[config.mk]
export PLATFORM = sky130hd
export DESIGN_NAME = fetch_ctrl_flat
export DESIGN_NICKNAME = d
export VERILOG_FILES = /design/src/rtl/fetch_ctrl_if.sv /design/src/rtl/fetch_ctrl.sv /design/src/flat_wrapper.sv
export SDC_FILE = /design/constraint.sdc
export NUM_CORES = 1
export LEC_CHECK = 0
export CORE_AREA = 2 2 182 184
export CTS_BUF_LIST = sky130_fd_sc_hd__clkbuf_16
export CTS_CLUSTER_SIZE = 28
export DETAILED_ROUTE_END_ITERATION = 6
export DIE_AREA = 0 0 184 186
export MAX_ROUTING_LAYER = met4
export PLACE_DENSITY = 0.76
export SYNTH_ARGS = -nofsm -noshare
export SYNTH_HDL_FRONTEND = slang
export SYNTH_SLANG_ARGS = --single-unit
[constraint.sdc]
create_clock -name clk -period 3.5 [get_ports clk]
set_clock_uncertainty 0.05 [all_clocks]
set_input_delay 0.35 -clock clk [delete_from_list [all_inputs] [get_ports clk]]
set_output_delay 0.35 -clock clk [all_outputs]
set_load 0.02 [all_outputs]
[src/rtl/fetch_ctrl_if.sv]
// Fetch-side bus bundle: imem read port plus the IF output stage handshake toward decode.
// The master modport is the fetch controller; the slave modport is imem/decode (or a bench).
interface fetch_ctrl_if;
    localparam int unsigned XLEN = 64;
    localparam int unsigned ILEN = 32;
    localparam int unsigned CLEN = 4;

    logic [XLEN-1:0] imem_addr;
    logic [ILEN-1:0] imem_instr;
    logic            imem_exc_en;
    logic [CLEN-1:0] imem_exc_code;
    logic [XLEN-1:0] imem_exc_val;

    logic            out_valid;
    logic            out_ready;
    logic [ILEN-1:0] out_instr;
    logic [XLEN-1:0] out_pc;
    logic            out_exc_en;
    logic [CLEN-1:0] out_exc_code;
    logic [XLEN-1:0] out_exc_val;

    modport master (
        output imem_addr,
        input  imem_instr,
        input  imem_exc_en,
        input  imem_exc_code,
        input  imem_exc_val,
        output out_valid,
        input  out_ready,
        output out_instr,
        output out_pc,
        output out_exc_en,
        output out_exc_code,
        output out_exc_val
    );

    modport slave (
        input  imem_addr,
        output imem_instr,
        output imem_exc_en,
        output imem_exc_code,
        output imem_exc_val,
        input  out_valid,
        output out_ready,
        input  out_instr,
        input  out_pc,
        input  out_exc_en,
        input  out_exc_code,
        input  out_exc_val
    );
endinterface

[src/rtl/fetch_ctrl.sv]
// Instruction-fetch sequencer: owns the PC, addresses imem directly from the PC register and
// registers each fetch into a one-entry output stage; a trapped fetch parks it until a redirect.
module fetch_ctrl #(
    parameter logic [63:0] RESET_PC  = 64'h0,
    parameter logic [31:0] NOP_INSTR = 32'h0000_0013
) (
    input  logic          clk,
    input  logic          rst_n,
    input  logic          fetch_en,
    input  logic          redirect_en,
    input  logic [63:0]   redirect_pc,
    fetch_ctrl_if.master  bus,
    output logic [63:0]   fetch_cnt
);
    localparam int unsigned XLEN = 64;
    localparam int unsigned ILEN = 32;
    localparam int unsigned CLEN = 4;

    localparam logic [0:0] ST_FETCH = 1'b0;
    localparam logic [0:0] ST_FAULT = 1'b1;

    logic [0:0]      state_q,    state_n;
    logic [XLEN-1:0] pc_q,       pc_n;
    logic            valid_q,    valid_n;
    logic [ILEN-1:0] instr_q,    instr_n;
    logic [XLEN-1:0] opc_q,      opc_n;
    logic            exc_en_q,   exc_en_n;
    logic [CLEN-1:0] exc_code_q, exc_code_n;
    logic [XLEN-1:0] exc_val_q,  exc_val_n;
    logic [XLEN-1:0] cnt_q,      cnt_n;

    logic slot_free_c;
    logic xfer_c;
    logic capture_c;

    assign slot_free_c = !valid_q || bus.out_ready;
    assign xfer_c      = valid_q && bus.out_ready;
    assign capture_c   = (state_q == ST_FETCH) && fetch_en && slot_free_c;

    // imem sees the PC register with no logic in between
    assign bus.imem_addr    = pc_q;
    assign bus.out_valid    = valid_q;
    assign bus.out_instr    = instr_q;
    assign bus.out_pc       = opc_q;
    assign bus.out_exc_en   = exc_en_q;
    assign bus.out_exc_code = exc_code_q;
    assign bus.out_exc_val  = exc_val_q;
    assign fetch_cnt        = cnt_q;

    always_ff @(posedge clk or negedge rst_n) begin
        if (!rst_n) begin
            state_q    <= ST_FETCH;
            pc_q       <= RESET_PC;
            valid_q    <= 1'b0;
            instr_q    <= NOP_INSTR;
            opc_q      <= '0;
            exc_en_q   <= 1'b0;
            exc_code_q <= '0;
            exc_val_q  <= '0;
            cnt_q      <= '0;
        end else begin
            state_q    <= state_n;
            pc_q       <= pc_n;
            valid_q    <= valid_n;
            instr_q    <= instr_n;
            opc_q      <= opc_n;
            exc_en_q   <= exc_en_n;
            exc_code_q <= exc_code_n;
            exc_val_q  <= exc_val_n;
            cnt_q      <= cnt_n;
        end
    end

    // Redirect beats capture beats a bare transfer; anything else holds.
    always_comb begin
        state_n    = state_q;
        pc_n       = pc_q;
        valid_n    = valid_q;
        instr_n    = instr_q;
        opc_n      = opc_q;
        exc_en_n   = exc_en_q;
        exc_code_n = exc_code_q;
        exc_val_n  = exc_val_q;
        cnt_n      = cnt_q + XLEN'(xfer_c);

        if (redirect_en) begin
            pc_n    = redirect_pc;
            valid_n = 1'b0;
            state_n = ST_FETCH;
        end else if (capture_c) begin
            valid_n = 1'b1;
            opc_n   = pc_q;
            if (pc_q[1:0] != 2'b00) begin
                // misaligned PC traps before imem's own fault is considered
                instr_n    = NOP_INSTR;
                exc_en_n   = 1'b1;
                exc_code_n = '0;
                exc_val_n  = pc_q;
                state_n    = ST_FAULT;
            end else if (bus.imem_exc_en) begin
                instr_n    = NOP_INSTR;
                exc_en_n   = 1'b1;
                exc_code_n = bus.imem_exc_code;
                exc_val_n  = bus.imem_exc_val;
                state_n    = ST_FAULT;
            end else begin
                instr_n    = bus.imem_instr;
                exc_en_n   = 1'b0;
                exc_code_n = '0;
                exc_val_n  = '0;
                pc_n       = pc_q + XLEN'(4);
            end
        end else if (xfer_c) begin
            valid_n = 1'b0;
        end
    end
endmodule

[src/flat_wrapper.sv]
// flat-port wrapper written by rule: the top's interface ports become plain ports
module fetch_ctrl_flat 
#(
    parameter logic [63:0] RESET_PC  = 64'h0,
    parameter logic [31:0] NOP_INSTR = 32'h0000_0013
)
  (clk, rst_n, fetch_en, redirect_en, redirect_pc, fetch_cnt, bus_imem_addr, bus_imem_instr, bus_imem_exc_en, bus_imem_exc_code, bus_imem_exc_val, bus_out_valid, bus_out_ready, bus_out_instr, bus_out_pc, bus_out_exc_en, bus_out_exc_code, bus_out_exc_val);
  fetch_ctrl_if bus_i ();
  input  logic clk;
  input  logic rst_n;
  input  logic fetch_en;
  input  logic redirect_en;
  input  logic [63:0] redirect_pc;
  output logic [63:0] fetch_cnt;
  output wire logic [$bits(bus_i.imem_addr)-1:0] bus_imem_addr;
  input wire logic [$bits(bus_i.imem_instr)-1:0] bus_imem_instr;
  input wire logic [$bits(bus_i.imem_exc_en)-1:0] bus_imem_exc_en;
  input wire logic [$bits(bus_i.imem_exc_code)-1:0] bus_imem_exc_code;
  input wire logic [$bits(bus_i.imem_exc_val)-1:0] bus_imem_exc_val;
  output wire logic [$bits(bus_i.out_valid)-1:0] bus_out_valid;
  input wire logic [$bits(bus_i.out_ready)-1:0] bus_out_ready;
  output wire logic [$bits(bus_i.out_instr)-1:0] bus_out_instr;
  output wire logic [$bits(bus_i.out_pc)-1:0] bus_out_pc;
  output wire logic [$bits(bus_i.out_exc_en)-1:0] bus_out_exc_en;
  output wire logic [$bits(bus_i.out_exc_code)-1:0] bus_out_exc_code;
  output wire logic [$bits(bus_i.out_exc_val)-1:0] bus_out_exc_val;
  assign bus_imem_addr = bus_i.imem_addr;
  assign bus_i.imem_instr = bus_imem_instr;
  assign bus_i.imem_exc_en = bus_imem_exc_en;
  assign bus_i.imem_exc_code = bus_imem_exc_code;
  assign bus_i.imem_exc_val = bus_imem_exc_val;
  assign bus_out_valid = bus_i.out_valid;
  assign bus_i.out_ready = bus_out_ready;
  assign bus_out_instr = bus_i.out_instr;
  assign bus_out_pc = bus_i.out_pc;
  assign bus_out_exc_en = bus_i.out_exc_en;
  assign bus_out_exc_code = bus_i.out_exc_code;
  assign bus_out_exc_val = bus_i.out_exc_val;
  fetch_ctrl #(.RESET_PC(RESET_PC), .NOP_INSTR(NOP_INSTR)) u_core (.clk(clk), .rst_n(rst_n), .fetch_en(fetch_en), .redirect_en(redirect_en), .redirect_pc(redirect_pc), .bus(bus_i), .fetch_cnt(fetch_cnt));
endmodule
Word-level counts from Yosys, hierarchy flattened
Cells that the tools add are included.
{"block": "op_classes", "add_sub_neg": 2, "mul": 0, "div": 0, "order_cmp": 0, "n_eq_ne": 2, "shifts": 0, "muxes": 19, "n_bitwise": 2, "reduce_logical": 12}
{"op": "64-bit 2-to-1 mux", "n": 6}
{"op": "64-bit by 1-bit adder with 64-bit output", "n": 1}
{"op": "64-bit by 3-bit adder with 64-bit output (second input constant)", "n": 1}
{"op": "32-bit 2-to-1 mux", "n": 2}
{"op": "1-bit 2-to-1 mux", "n": 9}
{"op": "4-bit 2-to-1 mux", "n": 2}
{"op": "3-bit nonzero test", "n": 2}
{"op": "2-bit != test (second input constant)", "n": 2}
{"op": "2-bit AND reduction", "n": 2}
{"op": "2-bit nonzero test", "n": 2}
{"op": "1-bit logical AND", "n": 3}
{"op": "3-bit AND reduction", "n": 1}
{"op": "1-bit NOT", "n": 2}
{"op": "1-bit logical NOT", "n": 1}
{"op": "1-bit logical OR", "n": 1}
{"block": "word_totals", "reg_bits": 295, "latchBits": 0, "ramBits": 0, "mem_bits_ro": 0, "input_bits": 170, "output_inout_bits": 294, "word_cells": 46, "memories": 0}

Logic depth before layout (Yosys ltp)
{"block": "depth", "ltp_word": 5, "depth_mapped": 10, "ltp_nobuf": 8}

Worst setup path before layout
OpenSTA, ideal clock, no wires.
{"block": "synth_path", "path_type": "flip-flop to flip-flop", "start": "reg u_core.valid_q (netlist: u_core.bus.out_valid)", "end": "reg u_core.cnt_q[50] (netlist: u_core.fetch_cnt[50])", "setup_ns": 0.080, "arrival_time_ns": 2.654, "t_required_ns": 3.370, "setup_slack_ns": 0.716, "stages_incl_launch_ff": 11, "path_buffers": 2, "period_less_slack_ns": 2.784, "path_cell_list": "dfrtp_1 -> and2_1 -> ha_1 -> ha_1 -> clkbuf_1 -> nand2_1 -> nor4_4 -> or4b_2 -> buf_2 -> nor4_1 -> xor2_1"}
{"block": "synth_via", "elab_chain_cells": 2}
{"item": "start: declaration", "line": "fetch_ctrl.sv:24", "text": "logic valid_q, valid_n;"}
{"item": "start signal: assignment", "line": "fetch_ctrl.sv:64", "text": "valid_q <= valid_n;"}
{"item": "1-bit logical AND", "line": "fetch_ctrl.sv:37", "text": "assign xfer_c = valid_q && bus.out_ready;"}
{"item": "64-bit by 1-bit adder with 64-bit output", "line": "fetch_ctrl.sv:84", "text": "cnt_n = cnt_q + XLEN'(xfer_c);"}
{"item": "named net u_core.cnt_n[50]", "line": "fetch_ctrl.sv:30", "text": "logic [XLEN-1:0] cnt_q, cnt_n;"}
{"item": "end signal: assignment", "line": "fetch_ctrl.sv:70", "text": "cnt_q <= cnt_n;"}
{"item": "end: declaration", "line": "fetch_ctrl.sv:30"}
The timed path passes the listed nets, and every way through them passes these cells.
A chain may end at the register's enable or synchronous reset.

Final worst setup path
{"block": "layout_path", "start": "reg u_core.pc_q[1] (netlist: u_core.bus.imem_addr[1])", "end": "reg u_core.pc_q[63] (netlist: u_core.bus.imem_addr[63])"}
{"block": "layout_via", "elab_chain_cells": 5, "word_cells_on_any_way": 8, "classes_between": "add/sub: 1; eq/ne: 1; mux: 4; reduce/logical: 2"}
{"item": "start: declaration", "line": "fetch_ctrl.sv:23", "text": "logic [XLEN-1:0] pc_q, pc_n;"}
{"item": "start signal: assignment", "line": "fetch_ctrl.sv:63", "text": "pc_q <= pc_n;"}
{"item": "64-bit by 3-bit adder with 64-bit output", "line": "fetch_ctrl.sv:111", "text": "pc_n = pc_q + XLEN'(4);"}
{"item": "64-bit 2-to-1 mux", "line": "fetch_ctrl.sv:100", "text": "end else if (bus.imem_exc_en) begin"}
{"item": "64-bit 2-to-1 mux", "line": "fetch_ctrl.sv:93", "text": "if (pc_q[1:0] != 2'b00) begin"}
{"item": "64-bit 2-to-1 mux", "line": "fetch_ctrl.sv:90", "text": "end else if (capture_c) begin"}
{"item": "64-bit 2-to-1 mux", "line": "fetch_ctrl.sv:86", "text": "if (redirect_en) begin"}
Parallel ways exist; a longest one is shown, timed or not. The select of a mux whose other input is x is not followed.

==> metrics <==
Worst-Margin Slew between 800 and 900 ps; Worst Hold Class in -> reg; sinks on the clock net about 300; leakage 8.52 nW; CP top delay family simple AND/OR/NAND/NOR gates; post-route setup TNS 0 ps; Routed WL per cell 20.6 um; Worst slew margin 0.409; share of cells above drive strength 1 0.0539; post-synth top area cell dfrtp_1; crit path time final 2850 ps; Slowest Stage Delay on Critical Path around 590 ps; total global routing overflow 0; Sw Share 0.321; Fill cells 2700; die height 186 um; # setup viols final 0; TritonRoute pass-1 iters 5; Psw approximately 3.4 mW; pin count of the biggest net entering global routing between 150 and 200; YS warnings 0; vias in the first global route approximately 13000; final slew viol count 0; crit-path cells or3_1 -> nor4_2 -> nand4_1 -> or4_1 -> a31oi_1; register area share after synthesis 0.537; post-synth top area share 0.531; Starting Density 0.427; CP max FO 11; Critical Path Source Type flip-flop; Distinct cells, synth 43; synthesized flop and latch total ~300; row cnt between 60 and 70; highest clock rate 350 MHz; # port buffers 463; Gate power share 0.264; mapped cell area 0.0137 sq mm; CTS clk-pin slew, worst paths approximately 60 ps; Root Buffer clkbuf_16; Cells after Synth ~1500; worst-case vdd ir drop about 440 uV; initial DRC count 925; full die area about 0.034 sq mm; clock buffer depth 3; footprint of the multi-input gates 0.00593 sq mm; Final period util 0.815; Power, Total between 10 and 15 mW; Required @ worst endpoint 3880 ps; CP endpoint kind flip-flop; antenna violations before repair 6; max cap viols 0; layout net count roughly 2200; Remaining DRCs 0; P&R area growth vs syn 44.9%; GP Congestion around 0.9; first-pass GRT wire length ~76000 um; Pint between 7 and 8 mW; I/O pins around 460; Clock power frac 0.326; Pwr per Cell Area between 500 and 600 mW/mm^2; FF/Latch Area 0.00739 sq mm; CTS tree built; status completed; RSZ-0062 raised after global routing no; Detail Placement HPWL approximately 36000 um; CTS buffer count 35; largest cells by area after synthesis dfrtp_1 (53%), nand2_1 (11%), nand3_1 (5.4%); drt via density ~5.6; Critical Path AT around 3200 ps; Worst-Skew Late Latency approximately 520 ps; Post-Route WL ~50000 um; Vias 13500; die width around 180 um; syn avg cell area 8.89 sq um; Hold Fails Final Rpt 0; most common cell after layout, fill and taps aside clkdlybuf4s50_1; Total Routing Usage GR 0.293; CORE AREA ~0.032 sq mm; WS Path Type reg -> reg; H-tree depth 2; commonest non-fill, non-tap cells in the layout clkdlybuf4s50_1 (460), nand2_1 (400), dfrtp_1 (292); worst path bufs/invs 0; Synthesized Nets around 1700; Slowest-stage cell, CP or3_1; sequential power share 0.410; Final ANT Viol Nets 0
==> power groups by stage <==
stage                     clock network (mW)  logic [mW]  registers (mW)
final                                   3.41        2.76            4.30
after floorplan                            0       0.675            4.84
after CTS                               3.47        2.79            4.30
after detailed placement                   0        2.77            4.35
after global routing                    3.60        2.95            4.36
after global placement                     0        2.73            4.33
==> synthesized netlist by cell type, drive strengths merged <==
cell type	number
and4b	1
nor4b	1
and4	11
dfstp	3
nand2b	2
a31oi	92
a21oi	2
xnor2	60
nand4	50
or2	2
ha	3
buf	10
mux2i	5
and3	17
dfrtp	292
nor2	114
a211o	2
o31ai	6
mux2	1
or4b	1
nor4	34
nand3	147
a221oi	1
a31o	4
o21ai	71
xor2	33
nand2	401
or4	10
nand4b	1
or3	19
nor3	23
o311a	1
inv	19
and2	14
nor2b	2
clkbuf	92
==> metal layers <==
metal  wire, um  share of wire  GRT usage  up-vias
li1           -              -          -     6196
met1      19300           0.39      0.346     6537
met2      24600           0.49      0.490      619
met3       4170          0.084     0.0675      118
met4       1840          0.037      0.114        0
met5          0              0          -        -
==> worst reg2reg max path: stages (launching register included) <==
cell,delay (ps)
dfrtp_1,480
or3_1,590
nor4_2,570
nand4_1,350
or4_1,540
a31oi_1,200
==> final timing paths <==
check                                   startpoint                          to  slack (ps)  depth (start not counted)
min in group asynchronous                    rst_n  u_core.bus.out_exc_val[57]         400                          2
max reg2reg                u_core.bus.imem_addr[1]    u_core.bus.imem_addr[63]         650                          5
max in group asynchronous                    rst_n       u_core.bus.out_pc[20]        2080                          3
min reg2reg                u_core.bus.out_instr[0]     u_core.bus.out_instr[0]         400                          2
min                                    redirect_en              u_core.state_q         270                          2
max                        u_core.bus.imem_addr[1]    u_core.bus.imem_addr[63]         650                          5
==> kinds of logic after synthesis <==
family | synth area share
AOI/OAI and AO/OA | 0.0769
xor gates and xnor gates | 0.0592
DFF | 0.537
muxes | 0.00446
buffers and inverters | 0.0349
and+or+nand+nor | 0.285
adders and majority gates | 0.00273
==> registers in the layout, indices dropped and copies added (netlist names) <==
register                 count
u_core.bus.imem_addr        64
u_core.bus.out_exc_code      4
u_core.bus.out_exc_en        1
u_core.bus.out_exc_val      64
u_core.bus.out_instr        32
u_core.bus.out_pc           64
u_core.bus.out_valid         1
u_core.fetch_cnt            64
u_core.state_q               1
==> stage by stage <==
stage,worst slack [ps],instances,hold slack (ps),util,instance area [sq um]
final,647,2417,272,0.618,19900
after global placement,350,2351,367,0.585,18800
after global routing,503,2417,276,0.618,19900
after floorplan,716,1547,4.41,-,13700
after CTS,660,2411,238,0.618,19900
after detailed placement,308,2351,369,0.585,18800
==> area by class of cell <==
cell class	count	share of cell area
multi-input cells	1131	0.298
inverters	19	0.00358
diodes	6	0.000754
clock inverters	24	0.00848
flip-flops and latches	295	0.371
clock buffers	35	0.0440
well taps	408	0.0256
repair buffers	499	0.249
==> what timing repair did <==
item	4_1_cts	5_1_grt
hold buffers	1	0
hold endpoints to repair	84	0
setup buffers	0	0
resized for setup	0	0
(Power assumes the default switching activity.)
